### config.mk
export PLATFORM = sky130hd
export DESIGN_NAME = traffic_phase_fsm
export DESIGN_NICKNAME = d
export VERILOG_FILES = /design/src/rtl/traffic_phase_fsm.sv
export SDC_FILE = /design/constraint.sdc
export NUM_CORES = 1
export LEC_CHECK = 0
export BUFFER_PORTS_ARGS = -buffer_cell sky130_fd_sc_hd__clkbuf_2
export CAP_MARGIN = 20
export CORE_AREA = 2 2 51 57
export DETAILED_ROUTE_END_ITERATION = 12
export DIE_AREA = 0 0 53 59
export PLACE_DENSITY = 0.76
export RECOVER_POWER = 100
export SLEW_MARGIN = 20
export SYNTH_ARGS = -nofsm -noshare
export SYNTH_HDL_FRONTEND = slang
export SYNTH_SLANG_ARGS = --single-unit
export TNS_END_PERCENT = 10
### constraint.sdc
create_clock -name clk -period 1.8 [get_ports clk]
set_input_delay 0 -clock clk [delete_from_list [all_inputs] [get_ports clk]]
set_output_delay 0 -clock clk [all_outputs]
set_load 0.05 [all_outputs]
### src/rtl/traffic_phase_fsm.sv
// traffic_phase_fsm: two-way intersection phase sequencer with pedestrian latch and night flashing mode.
module traffic_phase_fsm #(
  parameter int T_GREEN  = 30,
  parameter int T_YELLOW = 3,
  parameter int T_ALLRED = 2,
  parameter int T_WALK   = 10
) (
  input  logic       clk,
  input  logic       rst_n,
  input  logic       tick,
  input  logic       enable,
  input  logic       ped_req,
  input  logic       night_mode,
  output logic [2:0] ns_light,
  output logic [2:0] ew_light,
  output logic       ped_walk,
  output logic [5:0] timer_value,
  output logic [5:0] remaining,
  output logic       phase_done,
  output logic [2:0] state
);
  typedef enum logic [2:0] {AR_A, NS_G, NS_Y, AR_B, EW_G, EW_Y, PED, FLASH} state_t;

  if (T_GREEN < 1 || T_GREEN > 63 || T_YELLOW < 1 || T_YELLOW > 63 ||
      T_ALLRED < 1 || T_ALLRED > 63 || T_WALK < 1 || T_WALK > 63) begin : g_bad_param
    $error("traffic_phase_fsm: durations must be 1..63");
  end

  state_t cur, nxt;
  logic step, done, flash_ph, flash_n, ped_pending, pend_n;
  logic [5:0] rem_n, tv_n;
  logic [2:0] ns_n, ew_n;

  function automatic logic [5:0] dur(input state_t s);
    return (s == NS_G || s == EW_G) ? 6'(T_GREEN) :
           (s == NS_Y || s == EW_Y) ? 6'(T_YELLOW) :
           (s == PED) ? 6'(T_WALK) : (s == FLASH) ? 6'd0 : 6'(T_ALLRED);
  endfunction

  always_comb begin
    step = tick & enable;
    done = step & ((cur == FLASH) ? !night_mode : (remaining == 6'd1));
    nxt = cur;
    if (done) begin
      case (cur)
        AR_A:    nxt = night_mode ? FLASH : NS_G;
        NS_G:    nxt = NS_Y;
        NS_Y:    nxt = AR_B;
        AR_B:    nxt = EW_G;
        EW_G:    nxt = EW_Y;
        EW_Y:    nxt = ped_pending ? PED : AR_A;
        default: nxt = AR_A;
      endcase
    end
    rem_n = done ? dur(nxt) : (step && cur != FLASH) ? remaining - 6'd1 : remaining;
    tv_n = done ? dur(nxt) : timer_value;
    flash_n = done ? (nxt == FLASH) : (step && cur == FLASH) ? ~flash_ph : flash_ph;
    // entering PED consumes the request; a same-cycle press is absorbed by this service
    pend_n = (done && nxt == PED) ? 1'b0 : (ped_pending | ped_req);
    ns_n = (nxt == NS_G) ? 3'b001 : (nxt == NS_Y) ? 3'b010 :
           (nxt == FLASH) ? {1'b0, flash_n, 1'b0} : 3'b100;
    ew_n = (nxt == EW_G) ? 3'b001 : (nxt == EW_Y) ? 3'b010 :
           (nxt == FLASH) ? {1'b0, flash_n, 1'b0} : 3'b100;
  end

  always_ff @(posedge clk) begin
    if (!rst_n) begin
      cur <= AR_A;
      remaining <= 6'(T_ALLRED);
      timer_value <= 6'(T_ALLRED);
      ns_light <= 3'b100;
      ew_light <= 3'b100;
      ped_walk <= 1'b0;
      phase_done <= 1'b0;
      ped_pending <= 1'b0;
      flash_ph <= 1'b0;
    end else begin
      cur <= nxt;
      remaining <= rem_n;
      timer_value <= tv_n;
      ns_light <= ns_n;
      ew_light <= ew_n;
      ped_walk <= (nxt == PED);
      phase_done <= done;
      ped_pending <= pend_n;
      flash_ph <= flash_n;
    end
  end

  assign state = cur;
endmodule

==> impl_metrics.csv, run 1 <==
group,metric,value,unit
sta,fin_worst_hold_slack,52.4,ps
floorplan,die_y,59,µm
power,p_int,0.650,mW
route,vias,1268,
power,finalPower,0.929,mW
power,ir_drop,455,µV
worst_hold_path,hp-class,"input pin to register",
setup_path,critPathArrivalTime,1960,ps
power,swShare,30.1,%
clocking,cts_buffers,3,
sta,hold_viol,0,
clocking,cts_sinks,23,
yosys,avgSynthCellArea,8.36,µm²
place,dp.cells,212,
sta,slew_headroom,57.6,%
grt,track_usage,23.1,%
setup_path,ff2ff_setup_slack,80,ps
yosys,synthFlopType,"dfxtp_1",
floorplan,core,2500,µm²
route,wl_per_cell,15.1,µm
grt,overflow,0,
setup_path,cp-end-kind,"register",
yosys,ys_ff_latch,23,
power,leakage,0.579,nW
sta,fmax,580,MHz
yosys,synth-compound-area-share,21.8,%
yosys,synth_top_family_by_area,"simple AND/OR/NAND/NOR gates",
sta,rsz0062_at_grt,"false",
setup_path,worstSetupStartpointType,"register",
clocking,cts_buffer_depth,2,
clocking,cts_tree,"yes",
sta,worstMarginPinSlew,638,ps
clocking,worstSkewPairLatency,310,ps
floorplan,row_count,19,
yosys,syn_nets,163,
yosys,synth_edf_count,0,
grt,grt_pass1_wl,5350,µm
flow_run,drv_cap,0,
route,firstDrtPassIters,4,
yosys,synth-xor-area-share,2.70,%
power,comb_power_share,16.0,%
layout,nFillCells,241,
floorplan,die_x,53,µm
yosys,synth_cells,155,
sta,finalMaxSlewViolations,0,
clocking,cts_max_level,1,
layout,stdcell_count,220,
grt,grt_max_degree,17,
yosys,syn_area,1300,µm²
clocking,clkTransAtPathRegs,130,ps
power,p_seq_share,57.4,%
route,drc_errors,0,
yosys,synth_mux_area_share,3.19,%
yosys,netlist_top_cells_area,"dfxtp_1, nor2_1, nand2_1, a21oi_1, buf_6",
setup_path,r2r-start,"remaining[1]$_SDFFE_PN1P_",
sta,setup_violations,0,
setup_path,crit_end,"ew_light[0]$_SDFF_PN0_",
setup_path,cp-startpoint,"remaining[1]$_SDFFE_PN1P_",
floorplan,dieArea,3130,µm²
yosys,ys_warn_count,0,
layout,insertedDiodeCount,0,
layout,area_delta_synth_final,19.3,%
place,hpwl,2320,µm
layout,nets,198,
power,p_per_area,600,nW/µm²
setup_path,r2r-end,"ew_light[0]$_SDFF_PN0_",
setup_path,reg2reg_depth,8,
route,drtIter0Drc,65,
route,drt-total-wl,3320,µm
yosys,yosysSeqAreaShare,35.5,%
power,p_sw,0.279,mW
run_status,status,"complete, no violations",
floorplan,initial_core_util,51.9,%
sta,fin_crit,1720,ps
setup_path,worst-path-max-fanout,5,
yosys,synth-simple-area-share,26.6,%
yosys,yosysTopAreaCellShare,35.5,%
grt,grt_pass1_vias,1173,
setup_path,crit_required,2040,ps
yosys,synth_fa_ha_area_share,1.93,%
layout,layout-drive-gt1-share,24.9,%
yosys,async_reset_ff_share,0,%
route,avgViaCountPerCell,5.76,
route,postRouteAntennaNets,0,
yosys,synth.largest_area_cell,"dfxtp_1",
grt,grt_antenna_before_repair,0,
clocking,clockRootBuffer,"clkbuf_4",
floorplan,io_pins,29,
place,place.gp.congestion,0.903,
setup_path,worst-setup-path-type,"register to register",
sta,skew,3.17,ps
place,io_buffers,27,
sta,finalCritPeriodShare,95.7,%
power,pwr-share-clk,26.6,%
yosys,ys_types,50,
-- worst min path at each step --
| stage | startpoint | to | cells past startpoint |
|---|---|---|---|
| after floorplan | rst_n | state[2]$_SDFF_PN0_ | 2 |
| after global placement | ped_req | ped_pending$_SDFF_PP0_ | 3 |
| after detailed placement | ped_req | ped_pending$_SDFF_PP0_ | 3 |
| after CTS | rst_n | timer_value[1]$_SDFFE_PN1P_ | 2 |
| after global routing | rst_n | timer_value[1]$_SDFFE_PN1P_ | 2 |
| final | rst_n | timer_value[1]$_SDFFE_PN1P_ | 2 |
-- area by class of cell --
| type | instances | area [µm²] | share of cell area [%] |
|---|---|---|---|
| clock buffers | 3 | 22.5 | 1.46 |
| inverters | 6 | 22.5 | 1.46 |
| flip-flops and latches | 23 | 472 | 30.5 |
| well taps | 31 | 38.8 | 2.51 |
| repair buffers | 42 | 226 | 14.6 |
| clock inverters | 1 | 5.00 | 0.324 |
| multi-input cells | 114 | 759 | 49.1 |
-- metal layers --
metal,vias up,share of wire [%],global-route usage [%]
met1,577,42,31.2
met2,73,50,37.5
met4,0,0.78,8.42
met5,-,0,0
li1,614,-,-
met3,4,6.9,2.78
-- kinds of logic (layout without fill, tap and decap cells) --
logic type | Yosys count | after routing
and+or+nand+nor | 67 | 67
AOI/OAI and AO/OA | 36 | 36
DFF | 23 | 23
buffers and inverters | 18 | 52
xor gates and xnor gates | 4 | 4
muxes | 4 | 4
adders and majority gates | 2 | 2
other | 1 | 1
-- registers in the layout, summed over array words and instances, names as in the netlist --
signal	cells
remaining	6
timer_value	4
ew_light	3
ns_light	3
state	3
flash_ph	1
ped_pending	1
ped_walk	1
phase_done	1
-- critical path, stage by stage, from the launching register on --
cell and delay (ps):
dfxtp_4 380, inv_2 40, ha_2 150, nor3b_4 150
and2_4 170, buf_6 120, a21oi_4 210, o221ai_2 210
a311oi_2 210
-- repair_timing --
item                                    in CTS  in global routing
resized for setup                            1                 10
hold endpoints to repair                     1                  0
pin swaps                                    1                  2
hold buffers                                 1                  0
endpoints found under the setup margin       7                 15
setup buffers                                2                  1
-- cell usage after synthesis, types with 2 or more instances --
library cell  instances
nand2_1              17
or3_1                 4
inv_1                 6
dfxtp_1              23
nand4_1               2
buf_4                 2
buf_6                 3
ha_1                  2
a21oi_1               8
o21a_1                2
mux2i_1               3
nor3_1                6
xnor2_1               3
nand2b_1              4
nand3_1               4
buf_2                 4
o22ai_1               2
o21ai_0               4
a21oi_2               2
clkbuf_1              3
a211o_1               2
o211ai_1              2
nor2_1               20
-- power by group through the flow --
stage | clock (mW) | combinational (mW) | sequential (mW)
global placement | 0 | 0.137 | 0.542
CTS | 0.242 | 0.143 | 0.532
floorplan | 0 | 0.0745 | 0.572
global route | 0.278 | 0.161 | 0.535
detailed placement | 0 | 0.139 | 0.543
finish | 0.247 | 0.149 | 0.533
-- cells in the final DEF (no fill, tap or decap), types with 4 or more instances in the layout --
cell	netlist	layout
clkbuf_4	0	4
inv_1	6	5
a21oi_1	8	7
nor3_1	6	6
clkbuf_2	0	5
or3_1	4	4
nand3_1	4	4
nand2_1	17	17
dfxtp_1	23	18
o21ai_0	4	4
nor2_1	20	19
clkbuf_1	3	22
nand2b_1	4	4
buf_4	2	12
-- metrics by stage --
stage | setup WS, ps | cell area, µm² | util, % | TNS [ps]
floorplan | 37.8 | 1310 | - | 0
global placement | 34.8 | 1480 | 59.4 | 0
detailed placement | -24.4 | 1480 | 59.4 | -49.5
CTS | 14.9 | 1540 | 61.8 | 0
global route | 5.32 | 1550 | 62.0 | 0
finish | 77.2 | 1550 | 62.0 | 0
(Power assumes the default switching activity.)
==> inputs of run 2 (changes only) <==
CORE_AREA = 2 2 53 60   (was 2 2 51 57)
DIE_AREA = 0 0 55 62   (was 0 0 53 59)
PLACE_DENSITY = 0.73   (was 0.76)
clock period = 1.4 ns   (was 1.8 ns; I/O delays follow)
==> run 2 against run 1 <==
Critical endpoint is now ns_light[1]$_SDFF_PP0_; the run now ends with negative setup slack left; critical path depth shrank 1; cell area grew 20%; hold slack gained 3.7 ps; clock-buffer cell count grew 1.
==> impl_metrics.csv, run 2 (synthesis gave the netlist of run 1 again) <==
group,metric,value,unit
grt,grt_use_met2,37.9,%
floorplan,io_pins,29,
grt,overflow,0,
floorplan,core,2890,µm²
layout,insertedDiodeCount,0,
setup_path,critical_path_buf_inv_count,1,
power,ir_drop,457,µV
clocking,cts_sinks,23,
setup_path,crit_required,1660,ps
grt,track_usage,23.4,%
clocking,cts_buffers,3,
layout,largest_reg_flops,6,
sta,setup_violations,23,
power,comb_power_share,20.6,%
flow_run,drv_cap,0,
setup_path,cp-end-kind,"register",
layout,nets,226,
grt,grtUsageMet3,3.11,%
power,leakage,0.749,nW
clocking,cts_buffer_depth,2,
grt,grt_max_degree,13,
sta,slew_headroom,60.4,%
route,vias,1346,
sta,rsz0062_at_grt,"true",
place,hpwl,2760,µm
sta,finalMaxSlewViolations,0,
grt,grt_pass1_vias,1247,
floorplan,row_count,21,
layout,mostFrequentLayoutCells,"buf_4, nor2_1, dfxtp_1",
setup_path,worstSetupStartpointType,"register",
sta,finalCritPeriodShare,117,%
layout,final_common_cell,"buf_4",
setup_path,critPathMaxStageDelay,380,ps
layout,nFillCells,267,
setup_path,worst-path-max-fanout,8,
setup_path,worst-setup-path-type,"register to register",
place,place.gp.congestion,0.898,
floorplan,initial_core_util,44.8,%
place,io_buffers,27,
sta,skew,3.38,ps
power,p_sw,0.357,mW
sta,worstMarginPinSlew,597,ps
route,postRouteAntennaNets,0,
sta,fmax,610,MHz
power,p_int,0.873,mW
route,avgViaCountPerCell,5.36,
setup_path,critPathArrivalTime,1900,ps
route,drc_errors,0,
setup_path,path_cells,"inv_4, ha_4, nor3b_4, and2_4, a21oi_4, mux2i_1, o41a_1",
layout,regMostFlops,"remaining",
power,finalPower,1.23,mW
sta,fin_crit,1640,ps
sta,hold_viol,0,
grt,grt_util_met1,30.7,%
grt,grt_pass1_wl,5730,µm
grt,grt_antenna_before_repair,0,
layout,layout-drive-gt1-share,39.6,%
power,p_per_area,664,nW/µm²
route,drt-total-wl,3500,µm
route,firstDrtPassIters,4,
run_status,status,"finished with violations",
layout,utilization,64.1,%
setup_path,critPathSlowestCell,"dfxtp_4",
clocking,cts_tree,"yes",
layout,area_delta_synth_final,43.0,%
floorplan,die_y,62,µm
floorplan,dieArea,3410,µm²
power,swShare,29.0,%
power,p_seq_share,54.9,%
clocking,clkTransAtPathRegs,120,ps
floorplan,die_x,55,µm
layout,reg_top3,"remaining x6, timer_value x4",
grt,grt_busiest_layer,"met2",
sta,timing.final.ws_setup,-239,ps
setup_path,crit_family,"compound AO/OA/AOI/OAI gates",
route,drtIter0Drc,31,
clocking,cts_max_level,1,
clocking,worstSkewPairLatency,310,ps
clocking,clockRootBuffer,"clkbuf_4",
power,pwr-share-clk,24.6,%
run_status,failed_checks,"negative setup slack",
route,wl_per_cell,13.9,µm
worst_hold_path,hp-class,"input pin to register",
[run 2: cell count changes in the layout (fill, tap and decap cells not counted), moves of 2 or more]
cell | before | now
clkbuf_1 | 22 | 17
inv_4 | 0 | 2
clkbuf_2 | 5 | 11
dfxtp_2 | 3 | 0
buf_4 | 12 | 41
nand3_1 | 4 | 2
dfxtp_4 | 2 | 5
ha_4 | 0 | 2
nand3_2 | 0 | 2
[run 2: metrics by stage]
step | cells | TNS [ps] | hold slack (ps) | cell area (µm²) | worst slack (ps)
floorplan | 155 | -4030 | 139 | 1370 | -278
global placement | 246 | -2600 | 274 | 1780 | -198
detailed placement | 246 | -3320 | 274 | 1780 | -251
CTS | 251 | -3280 | 60.0 | 1830 | -241
global route | 251 | -5280 | 76.5 | 1850 | -324
finish | 251 | -3210 | 56.1 | 1850 | -239
[run 2: power groups by stage]
| stage | clock network [mW] | logic [mW] | registers (mW) |
|---|---|---|---|
| finish | 0.302 | 0.253 | 0.675 |
| detailed placement | 0 | 0.235 | 0.692 |
| global placement | 0 | 0.232 | 0.692 |
| floorplan | 0 | 0.102 | 0.736 |
| global route | 0.329 | 0.272 | 0.678 |
| CTS | 0.310 | 0.239 | 0.676 |
[run 2: final timing paths]
| kind | start | end | slack, ps | depth (start not counted) |
|---|---|---|---|---|
| min reg2reg | timer_value[0]$_SDFFE_PN0P_ | timer_value[0]$_SDFFE_PN0P_ | 480 | 2 |
| max reg2reg | remaining[1]$_SDFFE_PN1P_ | ns_light[1]$_SDFF_PP0_ | -240 | 7 |
| max | remaining[1]$_SDFFE_PN1P_ | ns_light[1]$_SDFF_PP0_ | -240 | 7 |
| min | rst_n | remaining[4]$_SDFFE_PN0P_ | 60 | 3 |
[run 2: what timing repair did]
item	4_1_cts	5_1_grt
resized for setup	5	8
hold endpoints to repair	1	0
endpoints found under the setup margin	23	23
hold buffers	1	0
pin swaps	5	4
setup buffers	0	0
[run 2: area by class of cell]
| class | count | area (µm²) | area share (%) |
|---|---|---|---|
| inverter | 6 | 27.5 | 1.49 |
| clock buffer | 4 | 26.3 | 1.42 |
| tap | 34 | 42.5 | 2.30 |
| multi-input combinational | 114 | 833 | 45.0 |
| timing repair buffer | 70 | 444 | 24.0 |
| sequential | 23 | 479 | 25.9 |
[run 2: per-layer routing]
layer / wire [µm] / part of all wire [%]
met1: 1540 / 44
met2: 1750 / 50
met3: 117 / 3.3
met4: 93 / 2.7
met5: 0 / 0
[run 2: worst reg2reg max path: stages, from the launching register on]
cell and delay (ps):
dfxtp_4 380, inv_4 40, ha_4 140, nor3b_4 150, and2_4 160, a21oi_4 300, mux2i_1 280, o41a_1 160
==> inputs of run 3 (changes only) <==
CORE_AREA = 2 2 51 57   (was 2 2 53 60)
DIE_AREA = 0 0 53 59   (was 0 0 55 62)
PLACE_DENSITY = 0.76   (was 0.73)
clock period = 1.6 ns   (was 1.4 ns; I/O delays follow)
==> run 3 against run 2 <==
The run still ends with negative setup slack left; power is 15% lower; combinational power is 27% lower; critical path depth stayed put; clock power is 12% lower; largest cell class unchanged; largest power group unchanged.
==> impl_metrics.csv, run 3 (synthesis gave the netlist of run 1 again) <==
group,metric,value,unit
power,ir_drop,440,µV
setup_path,worstSetupStartpointType,"register",
worst_hold_path,hp-class,"input pin to register",
route,vias,1323,
grt,grt_busiest_layer,"met2",
grt,grtUsageMet3,2.78,%
layout,layout-drive-gt1-share,29.9,%
sta,rsz0062_at_grt,"true",
sta,slew_headroom,60.3,%
clocking,cts_buffer_depth,2,
layout,insertedDiodeCount,0,
sta,setup_violations,4,
route,avgViaCountPerCell,5.70,
place,hpwl,2670,µm
power,p_per_area,625,nW/µm²
sta,hold_viol,0,
floorplan,core,2500,µm²
layout,reg_top3,"remaining x6, timer_value x4",
grt,grt_pass1_wl,5670,µm
grt,track_usage,24.7,%
grt,overflow,0,
setup_path,critPathArrivalTime,1860,ps
flow_run,drv_cap,0,
sta,fin_setup_tns,-90.6,ps
route,drc_errors,0,
clocking,cts_max_level,1,
place,post-place-ws,-55.9,ps
sta,worstMarginPinSlew,598,ps
setup_path,critPathMaxStageDelay,370,ps
place,dp.cells,223,
grt,grt_pass1_vias,1350,
grt,grt_use_met2,45.0,%
clocking,worstSkewPairLatency,310,ps
run_status,failed_checks,"negative setup slack",
setup_path,critPathSlowestCell,"dfxtp_4",
grt,grt_max_degree,15,
setup_path,crit_family,"simple AND/OR/NAND/NOR gates",
clocking,clkTransAtPathRegs,120,ps
setup_path,critical_path_buf_inv_count,1,
setup_path,worst-path-max-fanout,8,
floorplan,dieArea,3130,µm²
sta,fin_worst_hold_slack,68.4,ps
layout,final_common_cell,"buf_4",
sta,fin_crit,1650,ps
place,io_buffers,27,
power,leakage,0.648,nW
place,place.gp.congestion,0.907,
setup_path,path_cells,"inv_4, ha_4, nor3b_4, and2_4, a21o_4, nor3_1, o41a_1",
route,firstDrtPassIters,4,
clocking,cts_buffers,3,
floorplan,die_x,53,µm
layout,stdcell_count,232,
route,postRouteAntennaNets,0,
floorplan,io_pins,29,
route,drt-total-wl,3560,µm
setup_path,worst-setup-path-type,"register to register",
layout,nets,210,
layout,regMostFlops,"remaining",
floorplan,row_count,19,
clocking,cts_sinks,23,
floorplan,initial_core_util,51.9,%
grt,grt_util_met1,28.0,%
route,wl_per_cell,15.3,µm
sta,timing.final.ws_setup,-49.8,ps
sta,finalCritPeriodShare,103,%
run_status,status,"finished with violations",
clocking,clockRootBuffer,"clkbuf_4",
grt,grt_antenna_before_repair,0,
route,drtIter0Drc,43,
sta,finalMaxSlewViolations,0,
setup_path,cp-end-kind,"register",
layout,area_delta_synth_final,29.3,%
setup_path,crit_required,1810,ps
clocking,cts_tree,"yes",
layout,mostFrequentLayoutCells,"buf_4, clkbuf_1, nor2_1",
sta,skew,3.80,ps
layout,largest_reg_flops,6,
floorplan,die_y,59,µm
sta,fmax,606,MHz
## run 3: changes by cell type in the layout (fill, tap and decap cells not counted), moves of 2 or more
cell and change:
buf_4 -17, clkbuf_1 +5, clkbuf_2 -5, dfxtp_1 -2, dfxtp_2 +3, nand3_1 +2, nand3_2 -2
## run 3: where the power goes
part	switching, mW	total, mW	internal (mW)
Sequential	0.0161	0.597	0.581
Clock	0.169	0.266	0.0974
Combinational	0.121	0.184	0.0636
Total	0.306	1.05	0.742
## run 3: layout make-up
| class | count | area, µm² |
|---|---|---|
| Fill cell | 214 | 820 |
| Multi-Input combinational cell | 114 | 786 |
| Sequential cell | 23 | 479 |
| Timing Repair Buffer | 54 | 322 |
| Tap cell | 31 | 38.8 |
| Clock buffer | 4 | 26.3 |
| Inverter | 6 | 25.0 |
## run 3: metrics by stage
stage | utilization (%) | power [mW] | area [µm²]
6_report | 67.2 | 1.05 | 1680
5_1_grt | 67.2 | 1.09 | 1680
4_1_cts | 68.0 | 1.06 | 1700
3_5_place_dp | 65.2 | 0.790 | 1630
3_3_place_gp | 65.2 | 0.786 | 1630
2_1_floorplan | - | 0.733 | 1370
## run 3: per-layer routing
metal	wire length (µm)	share of wire, %	vias to the layer above
met2	1810	51	53
met5	0	0	-
met1	1440	40	624
li1	-	-	636
met4	74	2.1	0
met3	235	6.6	10
## run 3: repair_timing
item | 4_1_cts | 5_1_grt
gates resized for setup | 1 | 2
setup endpoints to repair | 12 | 18
buffers inserted | 4 | 0
pin swaps | 4 | 4
endpoints found under the hold margin | 1 | 0
hold buffers | 1 | 0
## run 3: final timing paths
check                           slack, ps                          end  depth (start not counted)                   startpoint
worst max-delay path                  -50       ns_light[1]$_SDFF_PP0_                          7    remaining[1]$_SDFFE_PN1P_
worst min-delay path                   70  timer_value[1]$_SDFFE_PN1P_                          3                        rst_n
worst min register to register        480  timer_value[0]$_SDFFE_PN0P_                          2  timer_value[0]$_SDFFE_PN0P_
worst max register to register        -50       ns_light[1]$_SDFF_PP0_                          7    remaining[1]$_SDFFE_PN1P_
## run 3: tightest hold or removal path: stages
cell      delay (ps)
clkbuf_2          90
buf_4            180
o21ai_0           80
